## src/rtl/xlr8_port_pkg.sv

```systemverilog
// xlr8_port_pkg: shared constants, edge-select type and address-decode helper
// for the AVR GPIO port with pin-change interrupts (xlr8_avr_port_irq).
package xlr8_port_pkg;

    // Addresses at or above this value live on the data-memory bus.
    localparam logic [7:0] DM_BASE = 8'h60;

    // Width of each pin's glitch-filter stability counter.
    localparam int unsigned FILT_CNT_W = 4;

    // Edge selection encoding for drivers and benches.
    typedef enum logic [1:0] {
        NONE = 2'd0,
        RISE = 2'd1,
        FALL = 2'd2,
        ANY  = 2'd3
    } edge_sel_t;

    // A register is reached over the I/O bus below DM_BASE and over the
    // data-memory bus (qualified by dm_sel) at or above it.
    function automatic logic reg_hit(
        input logic [7:0] reg_addr,
        input logic [5:0] io_adr,
        input logic       io_stb,
        input logic [7:0] dm_adr,
        input logic       dm_sel,
        input logic       dm_stb
    );
        logic hit;
        if (reg_addr < DM_BASE) begin
            hit = io_stb && (io_adr == reg_addr[5:0]);
        end else begin
            hit = dm_sel && dm_stb && (dm_adr == reg_addr);
        end
        return hit;
    endfunction

endpackage

```

## src/rtl/xlr8_pin_filter.sv

```systemverilog
// xlr8_pin_filter: glitch filter for one synchronized pin. The filtered value
// only follows the input after FILT_CYCLES consecutive clken cycles of
// disagreement; any agreeing cycle restarts the count.
module xlr8_pin_filter
    import xlr8_port_pkg::*;
#(
    parameter int unsigned FILT_CYCLES = 4
) (
    input  logic clk,
    input  logic rstn,
    input  logic clken,
    input  logic sync_i,
    output logic filt_o
);

    localparam logic [FILT_CNT_W-1:0] CNT_ZERO = {FILT_CNT_W{1'b0}};
    localparam logic [FILT_CNT_W-1:0] CNT_ONE  = {{(FILT_CNT_W-1){1'b0}}, 1'b1};
    localparam logic [FILT_CNT_W-1:0] CNT_LAST = FILT_CNT_W'(FILT_CYCLES - 1);

    logic [FILT_CNT_W-1:0] cnt_q;
    logic [FILT_CNT_W-1:0] cnt_d;
    logic                  filt_q;
    logic                  filt_d;

    // Next-state: count disagreeing cycles, adopt the input on the last one.
    always_comb begin
        cnt_d  = cnt_q;
        filt_d = filt_q;
        if (clken) begin
            if (sync_i == filt_q) begin
                cnt_d = CNT_ZERO;
            end else if (cnt_q >= CNT_LAST) begin
                cnt_d  = CNT_ZERO;
                filt_d = sync_i;
            end else begin
                cnt_d = cnt_q + CNT_ONE;
            end
        end else begin
            cnt_d  = cnt_q;
            filt_d = filt_q;
        end
    end

    // State registers; filtered value starts low.
    always_ff @(posedge clk or negedge rstn) begin
        if (!rstn) begin
            cnt_q  <= CNT_ZERO;
            filt_q <= 1'b0;
        end else begin
            cnt_q  <= cnt_d;
            filt_q <= filt_d;
        end
    end

    assign filt_o = filt_q;

endmodule

```

## src/rtl/xlr8_avr_port_irq.sv

```systemverilog
// xlr8_avr_port_irq: AVR GPIO port (PORTx/DDRx/PINx) with per-pin rising and
// falling pin-change interrupt enables and sticky write-1-to-clear flags.
// Optional build macro XLR8_PORT_GLITCH_FILTER_EN inserts a per-pin glitch
// filter (xlr8_pin_filter) between the synchronizer and the pin-value path.
module xlr8_avr_port_irq
    import xlr8_port_pkg::*;
#(
    parameter int unsigned WIDTH         = 8,
    parameter logic [7:0]  PORTX_ADDR    = 8'h00,
    parameter logic [7:0]  DDRX_ADDR     = 8'h00,
    parameter logic [7:0]  PINX_ADDR     = 8'h00,
    parameter logic [7:0]  PCRISE_ADDR   = 8'h00,
    parameter logic [7:0]  PCFALL_ADDR   = 8'h00,
    parameter logic [7:0]  PCFLG_ADDR    = 8'h00,
    parameter logic [7:0]  PORTX_RST_VAL = 8'h00,
    parameter logic [7:0]  DDRX_RST_VAL  = 8'h00,
    parameter int unsigned FILT_CYCLES   = 4
) (
    input  logic             clk,
    input  logic             rstn,
    input  logic             clken,
    input  logic [5:0]       adr,
    input  logic             iore,
    input  logic             iowe,
    input  logic [7:0]       dbus_in,
    output logic [7:0]       dbus_out,
    output logic             io_out_en,
    input  logic [7:0]       ramadr,
    input  logic             ramre,
    input  logic             ramwe,
    input  logic             dm_sel,
    output logic [WIDTH-1:0] portx,
    output logic [WIDTH-1:0] ddrx,
    input  logic [WIDTH-1:0] pinx,
    output logic             pcifr_set,
    output logic             irq
);

    localparam logic [WIDTH-1:0] ZERO_W = {WIDTH{1'b0}};

    logic [WIDTH-1:0] sync_neg_q, sync_q, filt_s;
    logic [WIDTH-1:0] port_q, port_d, ddr_q, ddr_d;
    logic [WIDTH-1:0] rise_q, rise_d, fall_q, fall_d;
    logic [WIDTH-1:0] flg_q, flg_d, prev_q, prev_d;
    logic             prev_valid_q, prev_valid_d, pulse_q, pulse_d;
    logic [WIDTH-1:0] wr_val_s, clr_s, edge_s, rd_val_s;
    logic wr_port_s, wr_ddr_s, wr_pin_s, wr_rise_s, wr_fall_s, wr_flg_s;
    logic rd_port_s, rd_ddr_s, rd_pin_s, rd_rise_s, rd_fall_s, rd_flg_s;

    // Synchronizer first stage: free-running, captures pads on the falling edge.
    always_ff @(negedge clk) begin
        sync_neg_q <= pinx;
    end

    // Synchronizer second stage: free-running so pad state survives reset.
    always_ff @(posedge clk) begin
        sync_q <= sync_neg_q;
    end

`ifdef XLR8_PORT_GLITCH_FILTER_EN
    for (genvar g = 0; g < WIDTH; g++) begin : g_filt
        xlr8_pin_filter #(.FILT_CYCLES(FILT_CYCLES)) u_filt (
            .clk    (clk),
            .rstn   (rstn),
            .clken  (clken),
            .sync_i (sync_q[g]),
            .filt_o (filt_s[g])
        );
    end
`else
    assign filt_s = sync_q;
`endif

    assign wr_val_s  = dbus_in[WIDTH-1:0];
    assign wr_port_s = reg_hit(PORTX_ADDR,  adr, iowe, ramadr, dm_sel, ramwe);
    assign wr_ddr_s  = reg_hit(DDRX_ADDR,   adr, iowe, ramadr, dm_sel, ramwe);
    assign wr_pin_s  = reg_hit(PINX_ADDR,   adr, iowe, ramadr, dm_sel, ramwe);
    assign wr_rise_s = reg_hit(PCRISE_ADDR, adr, iowe, ramadr, dm_sel, ramwe);
    assign wr_fall_s = reg_hit(PCFALL_ADDR, adr, iowe, ramadr, dm_sel, ramwe);
    assign wr_flg_s  = reg_hit(PCFLG_ADDR,  adr, iowe, ramadr, dm_sel, ramwe);
    assign rd_port_s = reg_hit(PORTX_ADDR,  adr, iore, ramadr, dm_sel, ramre);
    assign rd_ddr_s  = reg_hit(DDRX_ADDR,   adr, iore, ramadr, dm_sel, ramre);
    assign rd_pin_s  = reg_hit(PINX_ADDR,   adr, iore, ramadr, dm_sel, ramre);
    assign rd_rise_s = reg_hit(PCRISE_ADDR, adr, iore, ramadr, dm_sel, ramre);
    assign rd_fall_s = reg_hit(PCFALL_ADDR, adr, iore, ramadr, dm_sel, ramre);
    assign rd_flg_s  = reg_hit(PCFLG_ADDR,  adr, iore, ramadr, dm_sel, ramre);

    // Edge detection, register writes and flag set/clear (set wins over clear).
    always_comb begin
        port_d       = port_q;
        ddr_d        = ddr_q;
        rise_d       = rise_q;
        fall_d       = fall_q;
        flg_d        = flg_q;
        prev_d       = prev_q;
        prev_valid_d = prev_valid_q;
        clr_s        = ZERO_W;
        edge_s       = ZERO_W;
        if (clken) begin
            if (wr_port_s) begin
                port_d = wr_val_s;
            end else if (wr_pin_s) begin
                port_d = port_q ^ wr_val_s;
            end else begin
                port_d = port_q;
            end
            if (wr_ddr_s)  begin ddr_d  = wr_val_s; end else begin ddr_d  = ddr_q;  end
            if (wr_rise_s) begin rise_d = wr_val_s; end else begin rise_d = rise_q; end
            if (wr_fall_s) begin fall_d = wr_val_s; end else begin fall_d = fall_q; end
            if (wr_flg_s)  begin clr_s  = wr_val_s; end else begin clr_s  = ZERO_W; end
            if (prev_valid_q) begin
                edge_s = (filt_s & ~prev_q & rise_q) | (~filt_s & prev_q & fall_q);
            end else begin
                edge_s = ZERO_W;
            end
            flg_d        = (flg_q & ~clr_s) | edge_s;
            prev_d       = filt_s;
            prev_valid_d = 1'b1;
        end else begin
            edge_s = ZERO_W;
        end
        pulse_d = |edge_s;
    end

    // Port, enable, flag and edge-history registers.
    always_ff @(posedge clk or negedge rstn) begin
        if (!rstn) begin
            port_q       <= PORTX_RST_VAL[WIDTH-1:0];
            ddr_q        <= DDRX_RST_VAL[WIDTH-1:0];
            rise_q       <= ZERO_W;
            fall_q       <= ZERO_W;
            flg_q        <= ZERO_W;
            prev_q       <= ZERO_W;
            prev_valid_q <= 1'b0;
            pulse_q      <= 1'b0;
        end else begin
            port_q       <= port_d;
            ddr_q        <= ddr_d;
            rise_q       <= rise_d;
            fall_q       <= fall_d;
            flg_q        <= flg_d;
            prev_q       <= prev_d;
            prev_valid_q <= prev_valid_d;
            pulse_q      <= pulse_d;
        end
    end

    // Combinational read mux; bits above WIDTH read as zero.
    always_comb begin
        if (rd_port_s) begin
            rd_val_s = port_q;
        end else if (rd_ddr_s) begin
            rd_val_s = ddr_q;
        end else if (rd_pin_s) begin
            rd_val_s = filt_s;
        end else if (rd_rise_s) begin
            rd_val_s = rise_q;
        end else if (rd_fall_s) begin
            rd_val_s = fall_q;
        end else if (rd_flg_s) begin
            rd_val_s = flg_q;
        end else begin
            rd_val_s = ZERO_W;
        end
        dbus_out              = 8'h00;
        dbus_out[WIDTH-1:0]   = rd_val_s;
    end

    assign io_out_en = rd_port_s | rd_ddr_s | rd_pin_s | rd_rise_s | rd_fall_s | rd_flg_s;
    assign portx     = port_q;
    assign ddrx      = ddr_q;
    assign pcifr_set = pulse_q;
    assign irq       = |flg_q;

endmodule
```

## config.mk

```make
export PLATFORM = sky130hd
export DESIGN_NAME = xlr8_avr_port_irq
export DESIGN_NICKNAME = d
export VERILOG_FILES = /design/src/rtl/xlr8_port_pkg.sv /design/src/rtl/xlr8_pin_filter.sv /design/src/rtl/xlr8_avr_port_irq.sv
export SDC_FILE = /design/constraint.sdc
export NUM_CORES = 1
export LEC_CHECK = 0
export CAP_MARGIN = 20
export CORE_ASPECT_RATIO = 2
export CORE_UTILIZATION = 38
export CTS_CLUSTER_DIAMETER = 80
export DETAILED_ROUTE_END_ITERATION = 10
export GPL_ROUTABILITY_DRIVEN = 0
export PLACE_DENSITY = 0.75
export SYNTH_ARGS = -nofsm -noshare
export SYNTH_HDL_FRONTEND = slang
export SYNTH_SLANG_ARGS = --single-unit
export TNS_END_PERCENT = 5
```

## constraint.sdc

```tcl
create_clock -name clk -period 1.9 [get_ports clk]
set_clock_uncertainty 0.15 [all_clocks]
set_input_delay 0.475 -clock clk [delete_from_list [all_inputs] [get_ports clk]]
set_output_delay 0.475 -clock clk [all_outputs]
set_load 0.02 [all_outputs]
```

== After elaboration in Yosys (flattened, before gate mapping) ==
Cells that the tools add are included.

* Bits of input ports: 38
* Register bits: 42

* Mux-type cells: 6
* Reductions and logical operators: 6
* Bitwise logic cells: 10

{| class="wikitable"
|+ Operators with widths
! operator !! count
|-
| 2-to-1 mux 8 bit || 6
|-
| bitwise AND 8 bit || 5
|-
| inverter 8 bit || 3
|-
| OR 8 bit || 2
|-
| OR reduction 8 bit || 2
|-
| zero test 6 bit || 1
|-
| logical AND 1 bit || 2
|-
| AND reduction 2 bit || 1
|}

== Longest topological paths before layout ==
* Depth in word-level cells: 8
* Gate-level depth with buffers: 5
* Mapped depth without buffers: 3

==> flow_summary.yaml <==
synthesis:
  ys_types: 23
  ys_ff_latch: 42
  ys_seq_area_share_pct: 59.8
  yosysWarnings: 0
  syn_nets: 165
  syn_inst: 127
  avgSynthCellArea_um2: 12.8
  synthesis.area_mm2: 0.00162
global_routing:
  top_usage_layer: "met2"
  grt_pass1_vias: 1206
  met1_usage_pct: 15.2
  grt.total_usage_pct: 16.2
  antenna_found_initial: 0
  grt_max_degree: 27
  overflow: 0
  grt_use_met2_pct: 27.3
  met3_usage_pct: 5.16
  grt_pass1_wl_um: 5090
clock_network:
  clk_pin_slew_ps: 70
  cts_sinks: 42
  cts_tree: "built"
  clock-root-buffer: "clkbuf_8"
  max-clock-path-buffers: 2
  clock_latency_ps: 340
  hold_buffers: 0
  htree_levels: 2
  cts_buffers: 5
routing:
  drtIter0Drc: 18
  vias_per_cell: 4.93
  drc: 0
  wl_per_cell_um: 13.1
  num_vias: 1199
  first_pass_iters: 4
  wirelength_um: 3180
  antenna_left: 0
setup_path:
  path_max_fanout: 7
  crit_top_cell: "buf_6"
  crit_type: "in -> out"
  crit_path_top_delay_cell: "nor4_4"
  cp.arrival_ps: 1460
  crit_chain: "buf_6, nor4_4, and3_4, buf_6, and2_4, buf_6"
  critical_path.endpoint_type: "output port"
  cpPeakStageDelay_ps: 290
  start_kind: "input pin"
  crit_required_ps: 1270
  r2r_cells: 0
timing:
  worst_pin_slew_ps: 387
  maxSlewHeadroom_pct: 74.2
  maxSlewViolCount: 0
  whs_ps: 359
  finalSetupViolations: 9
  post-route-period-util_pct: 110
  final.setup.tns_ps: -1550
  rsz0062_at_grt: "yes"
  max_freq_ghz: 0.479
  hold_violations: 0
  timing.final.ws_setup_ps: -189
  finalCriticalPeriod_ps: 2090
floorplan:
  core_mm2: 0.00409
  die_w_um: 48.2
  dieArea_mm2: 0.00455
  initial_core_util_pct: 39.7
  die_h_um: 94.4
  rows: 33
  io_pins: 65
place:
  place_ws_ps: -1040
  dpl.hpwl_um: 2490
  dp_cells: 227
  port_buffers: 53
pwr:
  powerDensity_mw_per_mm2: 889
  peakVddDrop_uv: 573
  p_leak_nw: 1.10
finish:
  antenna_cells: 0
  final_cell_mix: "dfrtp_1, clkdlybuf4s50_1, dlygate4sd2_1"
  final_cells: 243
  final_net_count: 228
  layout-drive-gt1-share_pct: 30.9
  area_growth_pct: 44.8
  final_common_cell: "dfrtp_1"
  fin_util_pct: 57.5
hold_path:
  whs_path_depth: 1
  hp-class: "reg -> reg"
status:
  violations: "setup timing"
  status: "finished with violations"
flow_run:
  max_cap_viol_count: 0
-- worst max-delay path, delay by kind of cell --
family | cells | cell delay [ps]
buf+inv | 3 | 330
simple gates | 3 | 670
-- worst paths after layout --
path,start,to,slack (ps)
worst min-delay path,filt_s[7],prev_q[7],360
worst max register to register,sync_neg_q[3],filt_s[3],360
worst min register to register,filt_s[7],prev_q[7],360
min in group asynchronous,rstn,rise_q[1],400
max in group asynchronous,rstn,prev_q[5],950
worst max-delay path,adr[0],dbus_out[7],-190
-- metal layers --
| metal | vias to the layer above | routed length, um |
|---|---|---|
| met5 | - | 0 |
| met2 | 42 | 1840 |
| met1 | 576 | 1070 |
| met4 | 0 | 119 |
| li1 | 569 | - |
| met3 | 12 | 143 |
-- per-stage QoR --
stage / cell area, um2 / power (W)
floorplan: 1650 / 0.00130
global route: 2350 / 0.00222
finish: 2350 / 0.00209
CTS: 2340 / 0.00212
detailed placement: 2220 / 0.00147
global placement: 2220 / 0.00146
-- area by class of cell --
type	count	area, um2
clock buffer	7	97.6
clock inverter	9	35.0
fill	333	1740
inverter	1	3.75
multi-input combinational	70	602
sequential	42	971
tap	52	65.1
timing repair buffer	62	576
-- sequential cells by signal (all words and copies together) (netlist names) --
name          cells
rise_q            8
prev_valid_q      1
filt_s            8
sync_neg_q        8
pcifr_set         1
prev_q            8
flg_q             8
-- timing repair --
item | CTS | global route
pin swaps | 3 | 2
resized for setup | 92 | 3
buffers inserted | 0 | 1
endpoints found under the setup margin | 26 | 18
-- Yosys cell counts --
master | count | area [um2]
a32oi_1 | 4 | 35.0
a21bo_2 | 8 | 80.1
dfrtp_1 | 26 | 651
nor4_4 | 1 | 21.3
a41oi_1 | 1 | 8.76
a32o_1 | 4 | 40.0
nor4_1 | 2 | 12.5
mux2_2 | 8 | 90.1
nor4bb_1 | 1 | 10.0
xor2_1 | 8 | 70.1
clkbuf_2 | 1 | 5.00
buf_4 | 8 | 60.1
inv_1 | 2 | 7.51
clkbuf_1 | 2 | 7.51
dfxtp_1 | 16 | 320
nor2_1 | 1 | 3.75
nand2_1 | 2 | 7.51
nand3_1 | 12 | 60.1
or2_2 | 1 | 6.26
o2bb2ai_1 | 4 | 35.0
buf_2 | 2 | 10.0
and2_1 | 12 | 75.1
and3_1 | 1 | 6.26
-- power by group --
part	switching [W]	internal (W)
combinational	0.000135	0.000192
clock	0.000314	0.000359
sequential	0.0000844	0.00100
total	0.000534	0.00155
-- cells by family after synthesis --
family          after synthesis  synth area share [%]
flops                        42                  59.8
buf+inv                      15                  5.55
xor+xnor                      8                  4.32
compound gates               21                  12.3
simple gates                 33                  12.5
mux                           8                  5.55
(Power assumes the default switching activity.)
